**config.mk**
```make
export PLATFORM = sky130hd
export DESIGN_NAME = serial_adder
export DESIGN_NICKNAME = d
export VERILOG_FILES = /design/src/rtl/serial_adder.sv
export SDC_FILE = /design/constraint.sdc
export NUM_CORES = 1
export LEC_CHECK = 0
export ABC_CLOCK_PERIOD_IN_PS = 1700
export BUFFER_PORTS_ARGS = -buffer_cell sky130_fd_sc_hd__clkbuf_2
export CORE_ASPECT_RATIO = 1.25
export CORE_UTILIZATION = 52
export CTS_CLUSTER_DIAMETER = 80
export CTS_CLUSTER_SIZE = 14
export DETAILED_ROUTE_END_ITERATION = 10
export PLACE_DENSITY = 0.73
export REMOVE_ABC_BUFFERS = 1
export SLEW_MARGIN = 20
export SYNTH_ARGS = -nofsm -noshare
export SYNTH_HDL_FRONTEND = slang
export SYNTH_SLANG_ARGS = --single-unit
```
**constraint.sdc**
```tcl
create_clock -name clk -period 1.7 [get_ports clk]
set_input_delay 0.085 -clock clk [delete_from_list [all_inputs] [get_ports clk]]
set_output_delay 0.085 -clock clk [all_outputs]
set_load 0.01 [all_outputs]
```
**src/rtl/serial_adder.sv**
```systemverilog
// serial_adder: bit-serial adder/subtractor, one bit per clock through a single full-adder cell.
// Define SERIAL_ADDER_OVF_EN to add the registered signed-overflow output ovf_o.
module serial_adder #(
  parameter int unsigned WIDTH = 8
) (
  input  logic             clk,
  input  logic             rst,
  input  logic             start_i,
  input  logic             sub_i,
  input  logic [WIDTH-1:0] a_i,
  input  logic [WIDTH-1:0] b_i,
  output logic             busy_o,
  output logic             done_o,
  output logic [WIDTH-1:0] sum_o,
  output logic             cout_o
`ifdef SERIAL_ADDER_OVF_EN
  ,
  output logic             ovf_o
`endif
);
  localparam int unsigned CW = $clog2(WIDTH);

  typedef enum logic [1:0] {IDLE, RUN, DONE} state_t;

  state_t           state_q;
  logic [WIDTH-1:0] a_q, b_q, sum_q;
  logic [CW-1:0]    cnt_q;
  logic             carry_q, busy_q, done_q, cout_q;
`ifdef SERIAL_ADDER_OVF_EN
  logic             ovf_q;
`endif

  logic s_d, carry_d, last_d;

  assign s_d     = a_q[0] ^ b_q[0] ^ carry_q;
  assign carry_d = (a_q[0] & b_q[0]) | (a_q[0] & carry_q) | (b_q[0] & carry_q);
  assign last_d  = (cnt_q == CW'(WIDTH - 1));

  always_ff @(posedge clk or posedge rst) begin
    if (rst) begin
      state_q <= IDLE;
      a_q     <= '0;
      b_q     <= '0;
      sum_q   <= '0;
      cnt_q   <= '0;
      carry_q <= 1'b0;
      busy_q  <= 1'b0;
      done_q  <= 1'b0;
      cout_q  <= 1'b0;
`ifdef SERIAL_ADDER_OVF_EN
      ovf_q   <= 1'b0;
`endif
    end else begin
      done_q <= 1'b0;
      unique case (state_q)
        IDLE, DONE: begin
          if (start_i) begin
            // Subtraction is a + ~b + 1: the +1 enters as the initial carry.
            a_q     <= a_i;
            b_q     <= sub_i ? ~b_i : b_i;
            carry_q <= sub_i;
            cnt_q   <= '0;
            sum_q   <= '0;
            busy_q  <= 1'b1;
            state_q <= RUN;
          end else begin
            state_q <= IDLE;
          end
        end
        RUN: begin
          a_q     <= a_q >> 1;
          b_q     <= b_q >> 1;
          carry_q <= carry_d;
          sum_q   <= {s_d, sum_q[WIDTH-1:1]};
          cnt_q   <= cnt_q + CW'(1);
          if (last_d) begin
            cout_q  <= carry_d;
`ifdef SERIAL_ADDER_OVF_EN
            // carry_q here is the carry into the MSB cell.
            ovf_q   <= carry_q ^ carry_d;
`endif
            busy_q  <= 1'b0;
            done_q  <= 1'b1;
            state_q <= DONE;
          end
        end
        default: state_q <= IDLE;
      endcase
    end
  end

  assign busy_o = busy_q;
  assign done_o = done_q;
  assign sum_o  = sum_q;
  assign cout_o = cout_q;
`ifdef SERIAL_ADDER_OVF_EN
  assign ovf_o  = ovf_q;
`endif

endmodule

```
==> results.json, run 1 <==
{
  "setup_ws_ns": 0.3606,
  "ys_types": 25,
  "setup_viol": 0,
  "synth-simple-area-share_pct": 10.79,
  "ys_seq_area_share_pct": 57.89,
  "power_frac_seq_pct": 44.2,
  "syn2layout_area_growth_pct": 22.81,
  "start_kind": "flop",
  "status": "finished clean",
  "design_area_um2": 1752,
  "vias_per_cell": 5.387,
  "initial_core_util_pct": 56.44,
  "routed_wl_um": 2729,
  "place_area_um2": 1592,
  "synth_top_family_by_area": "compound AO/OA/AOI/OAI gates",
  "combPwrFrac_pct": 39.6,
  "power.density_nw_per_um2": 1739,
  "syn-cell-area_um2": 1426,
  "mostFrequentLayoutCells": "dfrtp_1, clkbuf_2, a22o_1",
  "overflow": 0,
  "io_pins": 31,
  "p_leak_nw": 0.8745,
  "cts_buffers": 5,
  "maxSlewHeadroom_pct": 64.39,
  "layout_commonest_cell": "dfrtp_1",
  "die-width_um": 48.85,
  "post-route-min-period_ns": 1.339,
  "required_ns": 1.92,
  "core_um2": 2527,
  "path_max_fanout": 15,
  "clockPowerShare_pct": 16.3,
  "dp_slack_ns": 0.3474,
  "synth_top_area_share_pct": 57.89,
  "netlist_instances": 119,
  "min_from": "b_i[7]",
  "ant_nets": 0,
  "path_cells": "nand2b_1, nor2_1, a221o_1",
  "clkTransAtPathRegs_ns": 0.10,
  "drt_iter0_markers": 21,
  "die_area_um2": 2958,
  "slew_violations": 0,
  "dp_hpwl_um": 1791,
  "dieHeight_um": 60.56,
  "rsz0062_at_grt": "no",
  "diodes": 0,
  "cts_sinks": 33,
  "ys.flop_type": "dfrtp_1",
  "drv_cap": 0,
  "yosys.area.top_type": "dfrtp_1",
  "min_path_type": "input pin to flop",
  "grt_pass1_vias": 1051,
  "num_vias": 1045,
  "root_buffer": "clkbuf_4",
  "async_flop_share_pct": 100.0,
  "cp-endpoint": "b_q[4]",
  "tns_ns": 0,
  "p_sw_mw": 1.100,
  "cts_tree": "built",
  "clk_latency_ns": 0.33,
  "reg2reg_slack_ns": 0.36,
  "num-nets-final": 183,
  "r2r-end": "b_q[4]",
  "ys_ff_latch": 33,
  "muxShareOfSynthArea_pct": 0,
  "grt_max_degree": 34,
  "synth_edf_count": 0,
  "routedWlPerCell_um": 14.07,
  "ctsResizeCount": 0,
  "cp-end-kind": "flop",
  "synth_fa_ha_area_share_pct": 3.158,
  "worst_slew_pin_slew_ns": 0.5342,
  "p_int_mw": 1.946,
  "peakVddDrop_mv": 1.088,
  "track_usage_pct": 22.77,
  "cp_slowest_cell": "nand2b_1",
  "hold_viol": 0,
  "synth_xor_area_share_pct": 4.912,
  "synth_compound_area_share_pct": 18.25,
  "post-route-drc-count": 0,
  "grt_first_pass_wirelength_um": 4795,
  "grt_antenna_before_repair": 0,
  "numPortBuffers": 30,
  "switching_share_pct": 36.11,
  "core.rowCount": 20,
  "critPathLaunch": "state_q[0]",
  "r2r-start": "state_q[0]",
  "postSynthAreaPerCell_um2": 11.99,
  "fmax_ghz": 0.7466,
  "fin_crit_sh_pct": 78.79,
  "clk_path_buf_depth": 2,
  "cp_slowest_stage_delay_ns": 0.46,
  "crit_type": "flop to flop",
  "cts_setup_buffers": 0,
  "ys.warnings.count": 0,
  "drive_gt1_share_pct": 27.33,
  "drt_pass1_iterations": 4,
  "fin_worst_skew_ns": 0.007485,
  "r2r_cells": 3,
  "htreeDepth": 2,
  "yosys-top-cells-area": "dfrtp_1, a22o_1, a221o_1",
  "critPathArrivalTime_ns": 1.56,
  "gp_congestion": 0.7044
}
==> flip-flops by register name, summed over array words and instances, names as in the netlist <==
signal,cells
done_o,1
cout_o,1
carry_q,1
a_q,8
state_q,2
b_q,8
busy_o,1
sum_o,8
cnt_q,3
==> worst min-delay path by stage <==
stage | to | slack (ns) | cells past startpoint
after floorplan | a_q[0] | 0.21 | 1
after global placement | done_o | 0.17 | 3
after detailed placement | sum_o[6] | 0.19 | 3
after CTS | b_q[7] | 0.09 | 3
after global routing | b_q[1] | 0.09 | 4
final | b_q[7] | 0.1 | 3
==> cell usage after synthesis, drive strengths merged, types with 4 or more instances <==
cell type,instances
nor2,11
a22o,11
a22oi,6
dfrtp,33
a221o,9
nand3,7
xnor2,7
buf,8
nand2,6
inv,4
==> critical path: cells and delay by family, from the launching register on <==
family,cells,cell delay (ns)
flip-flops,1,0.39
AND/OR/NAND/NOR,2,0.57
AO/OA/AOI/OAI,1,0.28
==> stage by stage <==
stage	hold slack, ns	total power, mW	cells	util [%]
5_1_grt	0.09276	3.290	194	69.31
6_report	0.09536	3.046	194	69.31
3_5_place_dp	0.1943	2.554	177	62.97
3_3_place_gp	0.1680	2.490	177	62.97
2_1_floorplan	0.2131	2.136	110	-
4_1_cts	0.08799	3.068	194	69.31
==> cell type report <==
| cell class | instances | area (µm²) |
|---|---|---|
| clock buffers | 7 | 65.06 |
| clock inverters | 1 | 5.005 |
| fillers | 198 | 775.7 |
| inverters | 4 | 15.01 |
| multi-input cells | 73 | 529.3 |
| flip-flops and latches | 33 | 825.8 |
| well taps | 33 | 41.29 |
| repair buffers | 43 | 270.3 |
==> routing by layer <==
metal  wire length (µm)  share of wire [%]  global-route usage (%)  up-vias
li1                   -                  -                       -      504
met1               1201                 44                   26.66      502
met2               1355                 50                   38.69       34
met3                128                4.7                   7.519        5
met4                 44                1.6                   10.50        0
met5                  0                  0                       0        -
==> power by group through the flow <==
stage | clock (mW) | sequential (mW) | combinational, mW
global route | 0.551 | 1.39 | 1.35
CTS | 0.507 | 1.34 | 1.22
detailed placement | 0 | 1.35 | 1.20
floorplan | 0 | 1.35 | 0.785
global placement | 0 | 1.34 | 1.15
finish | 0.496 | 1.35 | 1.20
==> cells by family (layout without fill, tap and decap cells) <==
kind of cell             count (synthesis)  in the layout
flip-flops                              33             33
AO/OA/AOI/OAI                           31             31
AND/OR/NAND/NOR                         31             31
buffers and inverters                   13             55
XOR/XNOR                                 8              8
adder cells (fa/ha/maj)                  3              3
==> repair_timing <==
item / CTS / global route
endpoints found under the hold margin: 41 / 0
hold buffers: 9 / 0
endpoints found under the setup margin: 0 / 0
Power figures use the tool's default switching activity.
==> inputs of run 2 (changes only) <==
--- a/config.mk
+++ b/config.mk
@@ -5,14 +5,14 @@
 export SDC_FILE = /design/constraint.sdc
 export NUM_CORES = 1
 export LEC_CHECK = 0
-export ABC_CLOCK_PERIOD_IN_PS = 1700
+export ABC_CLOCK_PERIOD_IN_PS = 1100
 export BUFFER_PORTS_ARGS = -buffer_cell sky130_fd_sc_hd__clkbuf_2
 export CORE_ASPECT_RATIO = 1.25
-export CORE_UTILIZATION = 52
+export CORE_UTILIZATION = 47
 export CTS_CLUSTER_DIAMETER = 80
 export CTS_CLUSTER_SIZE = 14
 export DETAILED_ROUTE_END_ITERATION = 10
-export PLACE_DENSITY = 0.73
+export PLACE_DENSITY = 0.69
 export REMOVE_ABC_BUFFERS = 1
 export SLEW_MARGIN = 20
 export SYNTH_ARGS = -nofsm -noshare
==> constraint.sdc (replaced) <==
create_clock -name clk -period 1.1 [get_ports clk]
set_input_delay 0.055 -clock clk [delete_from_list [all_inputs] [get_ports clk]]
set_output_delay 0.055 -clock clk [all_outputs]
set_load 0.01 [all_outputs]
==> results.json, run 2 (synthesis results as in run 1) <==
{
  "status": "finished, violations left",
  "failed_checks": "negative setup slack",
  "core_um2": 2918,
  "power.density_nw_per_um2": 2717,
  "r2r-start": "state_q[0]",
  "nFillCells": 250,
  "overflow": 0,
  "reg2reg_slack_ns": -0.14,
  "min_path_type": "input pin to flop",
  "worst_slew_pin_slew_ns": 0.4003,
  "track_usage_pct": 23.12,
  "combPwrFrac_pct": 49.0,
  "drv_cap": 0,
  "fin_worst_skew_ns": 0.003818,
  "fin_crit_sh_pct": 112.5,
  "cts_buffers": 5,
  "path_max_fanout": 5,
  "clockPowerShare_pct": 11.6,
  "timing.hold.ws_ns": 0.07987,
  "crit_type": "flop to flop",
  "drt_pass1_iterations": 4,
  "p_int_mw": 3.382,
  "num_vias": 1155,
  "layout_commonest_cell": "dfrtp_1",
  "routed_wl_um": 3053,
  "post-route-min-period_ns": 1.237,
  "drt_iter0_markers": 24,
  "cp-end-kind": "flop",
  "worstHoldEndpoint": "b_q[2]",
  "initial_core_util_pct": 48.89,
  "switching_share_pct": 36.87,
  "dp_slack_ns": -0.1642,
  "start_kind": "flop",
  "numPortBuffers": 30,
  "core.rowCount": 22,
  "p_sw_mw": 1.976,
  "p_leak_nw": 0.9499,
  "power_frac_seq_pct": 39.4,
  "peakVddDrop_mv": 1.759,
  "htreeDepth": 2,
  "syn2layout_area_growth_pct": 38.25,
  "grt_antenna_before_repair": 0,
  "seq_area_um2": 825.8,
  "hold_viol": 0,
  "setup_viol": 29,
  "maxSlewHeadroom_pct": 73.31,
  "required_ns": 1.32,
  "min_from": "b_i[2]",
  "root_buffer": "clkbuf_4",
  "clk_path_buf_depth": 2,
  "multi_input_area_um2": 635.6,
  "dp_hpwl_um": 1904,
  "diodes": 0,
  "clkTransAtPathRegs_ns": 0.09,
  "drive_gt1_share_pct": 42.94,
  "dieHeight_um": 63.59,
  "grt_max_degree": 34,
  "cts_sinks": 33,
  "grt_first_pass_wirelength_um": 5526,
  "num-nets-final": 199,
  "gp_congestion": 0.7859,
  "critPathArrivalTime_ns": 1.46,
  "r2r_cells": 4,
  "p_total_mw": 5.358,
  "io_pins": 31,
  "r2r-end": "a_q[0]",
  "setup_ws_ns": -0.1373,
  "rsz0062_at_grt": "yes",
  "die-width_um": 51.28,
  "grt_pass1_vias": 1211,
  "mostFrequentLayoutCells": "dfrtp_1, clkbuf_2, a22o_1, buf_4, nor2_1",
  "min_path_cells": 4,
  "post-route-drc-count": 0,
  "ant_nets": 0,
  "routedWlPerCell_um": 14.33,
  "vias_per_cell": 5.423,
  "cts_tree": "built",
  "fmax_ghz": 0.8082,
  "die_area_um2": 3261,
  "clk_latency_ns": 0.33,
  "slew_violations": 0
}
-- run 2: changes by cell type in the layout (fill, tap and decap cells not counted), moves of 2 or more --
cell and delta:
buf_4 +7, a22oi_1 -6, a22oi_2 +6, buf_6 +5
nor2_4 +3, clkbuf_8 -2, ha_1 -2
-- run 2: how the worst max path moves through the flow --
stage                from  endpoint  slack, ns  cells after the start
5_1_grt        state_q[0]    a_q[0]      -0.17                      4
3_3_place_gp   state_q[0]    b_q[4]      -0.12                      4
4_1_cts        state_q[0]    a_q[0]      -0.13                      4
6_report       state_q[0]    a_q[0]      -0.14                      4
3_5_place_dp   state_q[0]    b_q[5]      -0.16                      4
2_1_floorplan  state_q[1]    b_q[1]      -0.33                      3
-- run 2: layout make-up --
| class | count | area share (%) |
|---|---|---|
| clock inverter | 2 | 0.5076 |
| timing repair buffer | 56 | 20.24 |
| multi-input combinational | 76 | 32.23 |
| inverter | 4 | 0.7614 |
| sequential | 33 | 41.88 |
| tap | 36 | 2.284 |
| clock buffer | 6 | 2.094 |
-- run 2: routing by layer --
layer,global-route usage [%],part of all wire [%],vias to the layer above
li1,-,-,544
met2,38.49,51,41
met4,9.797,2.5,0
met5,0,0,-
met3,7.005,6.0,9
met1,27.09,41,561
-- run 2: power groups by stage --
stage               logic [mW]  clock network [mW]  registers [mW]
global route              2.91               0.712            2.18
finish                    2.62               0.620            2.11
global placement          2.07                   0            2.06
detailed placement        2.16                   0            2.08
floorplan                 1.21                   0            2.09
CTS                       2.55               0.649            2.11
-- run 2: stage by stage --
stage | TNS (ns) | utilization (%) | area, µm² | std cells
floorplan | -5.798 | - | 1370 | 110
detailed placement | -2.499 | 57.85 | 1688 | 189
global placement | -1.672 | 57.85 | 1688 | 189
finish | -2.208 | 67.58 | 1972 | 213
global route | -3.518 | 67.58 | 1972 | 213
CTS | -2.002 | 66.77 | 1948 | 212
-- run 2: what timing repair did --
| action | in CTS | in global routing |
|---|---|---|
| setup endpoints to repair | 32 | 30 |
| buffers inserted | 4 | 1 |
| gates cloned | 3 | 0 |
| hold buffers | 9 | 0 |
| endpoints found under the hold margin | 41 | 0 |
| gates resized for setup | 24 | 4 |
| pin swaps | 11 | 3 |
-- run 2: critical path, stage by stage (launching register included) --
cell	delay [ns]
dfrtp_1	0.41
and2b_4	0.30
buf_6	0.14
nor3_2	0.04
a221o_1	0.25
==> inputs of run 3 (changes only) <==
--- a/config.mk
+++ b/config.mk
@@ -12,7 +12,7 @@
 export CTS_CLUSTER_DIAMETER = 80
 export CTS_CLUSTER_SIZE = 14
 export DETAILED_ROUTE_END_ITERATION = 10
-export PLACE_DENSITY = 0.69
+export PLACE_DENSITY_LB_ADDON = 0.25
 export REMOVE_ABC_BUFFERS = 1
 export SLEW_MARGIN = 20
 export SYNTH_ARGS = -nofsm -noshare
==> results.json, run 3 (synthesis results as in run 1) <==
{
  "gp_congestion": 0.7456,
  "cp_slowest_cell": "dfrtp_1",
  "mostFrequentLayoutCells": "dfrtp_1, clkbuf_2, a22o_1",
  "peakVddDrop_mv": 1.623,
  "hold_viol": 0,
  "p_int_mw": 3.495,
  "clk_latency_ns": 0.33,
  "grt_antenna_before_repair": 0,
  "setup_ws_ns": -0.1268,
  "power_frac_seq_pct": 38.4,
  "dp_slack_ns": -0.1412,
  "path_max_fanout": 5,
  "switching_share_pct": 35.84,
  "place_inst": 187,
  "setup_viol": 29,
  "drive_gt1_share_pct": 41.38,
  "min_path_type": "input pin to flop",
  "vias_per_cell": 5.257,
  "cts_tree": "built",
  "grt_first_pass_wirelength_um": 4885,
  "num-nets-final": 197,
  "clockPowerShare_pct": 12.3,
  "initial_core_util_pct": 48.89,
  "combPwrFrac_pct": 49.4,
  "layout_commonest_cell": "dfrtp_1",
  "status": "finished, violations left",
  "root_buffer": "clkbuf_4",
  "timing.hold.ws_ns": 0.06778,
  "cp_slowest_stage_delay_ns": 0.38,
  "cts_sinks": 33,
  "overflow": 0,
  "critPathLaunch": "state_q[0]",
  "syn2layout_area_growth_pct": 38.68,
  "met1_usage_pct": 24.65,
  "worst_slew_pin_slew_ns": 0.4007,
  "slew_violations": 0,
  "required_ns": 1.31,
  "grt_pass1_vias": 1116,
  "p_sw_mw": 1.952,
  "die_area_um2": 3261,
  "cts_buffers": 5,
  "start_kind": "flop",
  "die-width_um": 51.28,
  "core_um2": 2918,
  "tns_ns": -2.116,
  "io_pins": 31,
  "htreeDepth": 2,
  "dieHeight_um": 63.59,
  "reg2reg_slack_ns": -0.13,
  "place_area_um2": 1685,
  "r2r_cells": 3,
  "cp.depth": 3,
  "drt_iter0_markers": 23,
  "rsz0062_at_grt": "yes",
  "grtUsageMet3_pct": 7.246,
  "maxSlewHeadroom_pct": 73.29,
  "routedWlPerCell_um": 14.20,
  "track_usage_pct": 20.76,
  "clk_path_buf_depth": 2,
  "critPathArrivalTime_ns": 1.44,
  "r2r-start": "state_q[0]",
  "r2r-end": "carry_q",
  "cp-end-kind": "flop",
  "use_met2_pct": 33.22,
  "numPortBuffers": 30,
  "drt_pass1_iterations": 4,
  "p_leak_nw": 0.9516,
  "num_vias": 1104,
  "post-route-drc-count": 0,
  "cp-endpoint": "carry_q",
  "cp_num_buf_inv": 1,
  "path_cells": "and2b_2, buf_6, a221o_1",
  "finalNonFillerCells": 210,
  "failed_checks": "negative setup slack",
  "drv_cap": 0,
  "fin_crit_sh_pct": 111.5,
  "clkTransAtPathRegs_ns": 0.09,
  "p_total_mw": 5.447,
  "finish.utilization_pct": 67.80,
  "post-route-min-period_ns": 1.227,
  "timing.critical_path.max_delay_family": "flip-flops",
  "crit_type": "flop to flop",
  "core.rowCount": 22,
  "grt_max_degree": 34,
  "fmax_ghz": 0.8151,
  "design_area_um2": 1978,
  "grt.busiest_layer": "met2",
  "power.density_nw_per_um2": 2754,
  "routed_wl_um": 2983,
  "fin_worst_skew_ns": 0.01084,
  "ant_nets": 0,
  "diodes": 0
}
run 3: final cells by class:
class	instances	area, µm²
inverters	4	15.01
well taps	36	45.04
flip-flops and latches	33	825.8
repair buffers	55	409.1
clock buffers	7	55.05
multi-input cells	75	628.1
fillers	241	939.7
run 3: worst min path at each step:
stage               startpoint  slack (ns)  endpoint  depth (start not counted)
finish                  b_i[3]        0.07    b_q[3]                          4
global route            b_i[2]        0.08    b_q[2]                          4
CTS                     b_i[3]        0.06    b_q[3]                          4
detailed placement         rst        0.14  sum_o[0]                          3
global placement           rst        0.13    a_q[3]                          3
floorplan                  rst        0.18    a_q[0]                          1
run 3: layer usage:
layer / wire, µm / vias up
met5: 0 / -
met4: 82 / 0
met3: 125 / 11
met2: 1495 / 33
met1: 1279 / 526
li1: - / 534
run 3: power by group through the flow:
stage	logic, mW	clock network, mW	registers, mW
2_1_floorplan	1.21	0	2.09
3_3_place_gp	2.09	0	2.06
3_5_place_dp	2.18	0	2.08
4_1_cts	2.46	0.694	2.08
5_1_grt	2.93	0.744	2.15
6_report	2.69	0.667	2.09
run 3: timing repair:
action / CTS / global route
endpoints found under the hold margin: 41 / 0
gates resized for setup: 17 / 8
pin swaps: 12 / 8
hold buffers: 9 / 0
buffers inserted: 4 / 2
gates cloned: 2 / 0
setup endpoints to repair: 30 / 31
run 3: worst min-delay path, delay by kind of cell:
family	cells	cell delay (ns)
buf+inv	1	0.08
xor+xnor	1	0.05
compound gates	1	0.10
simple gates	1	0.07
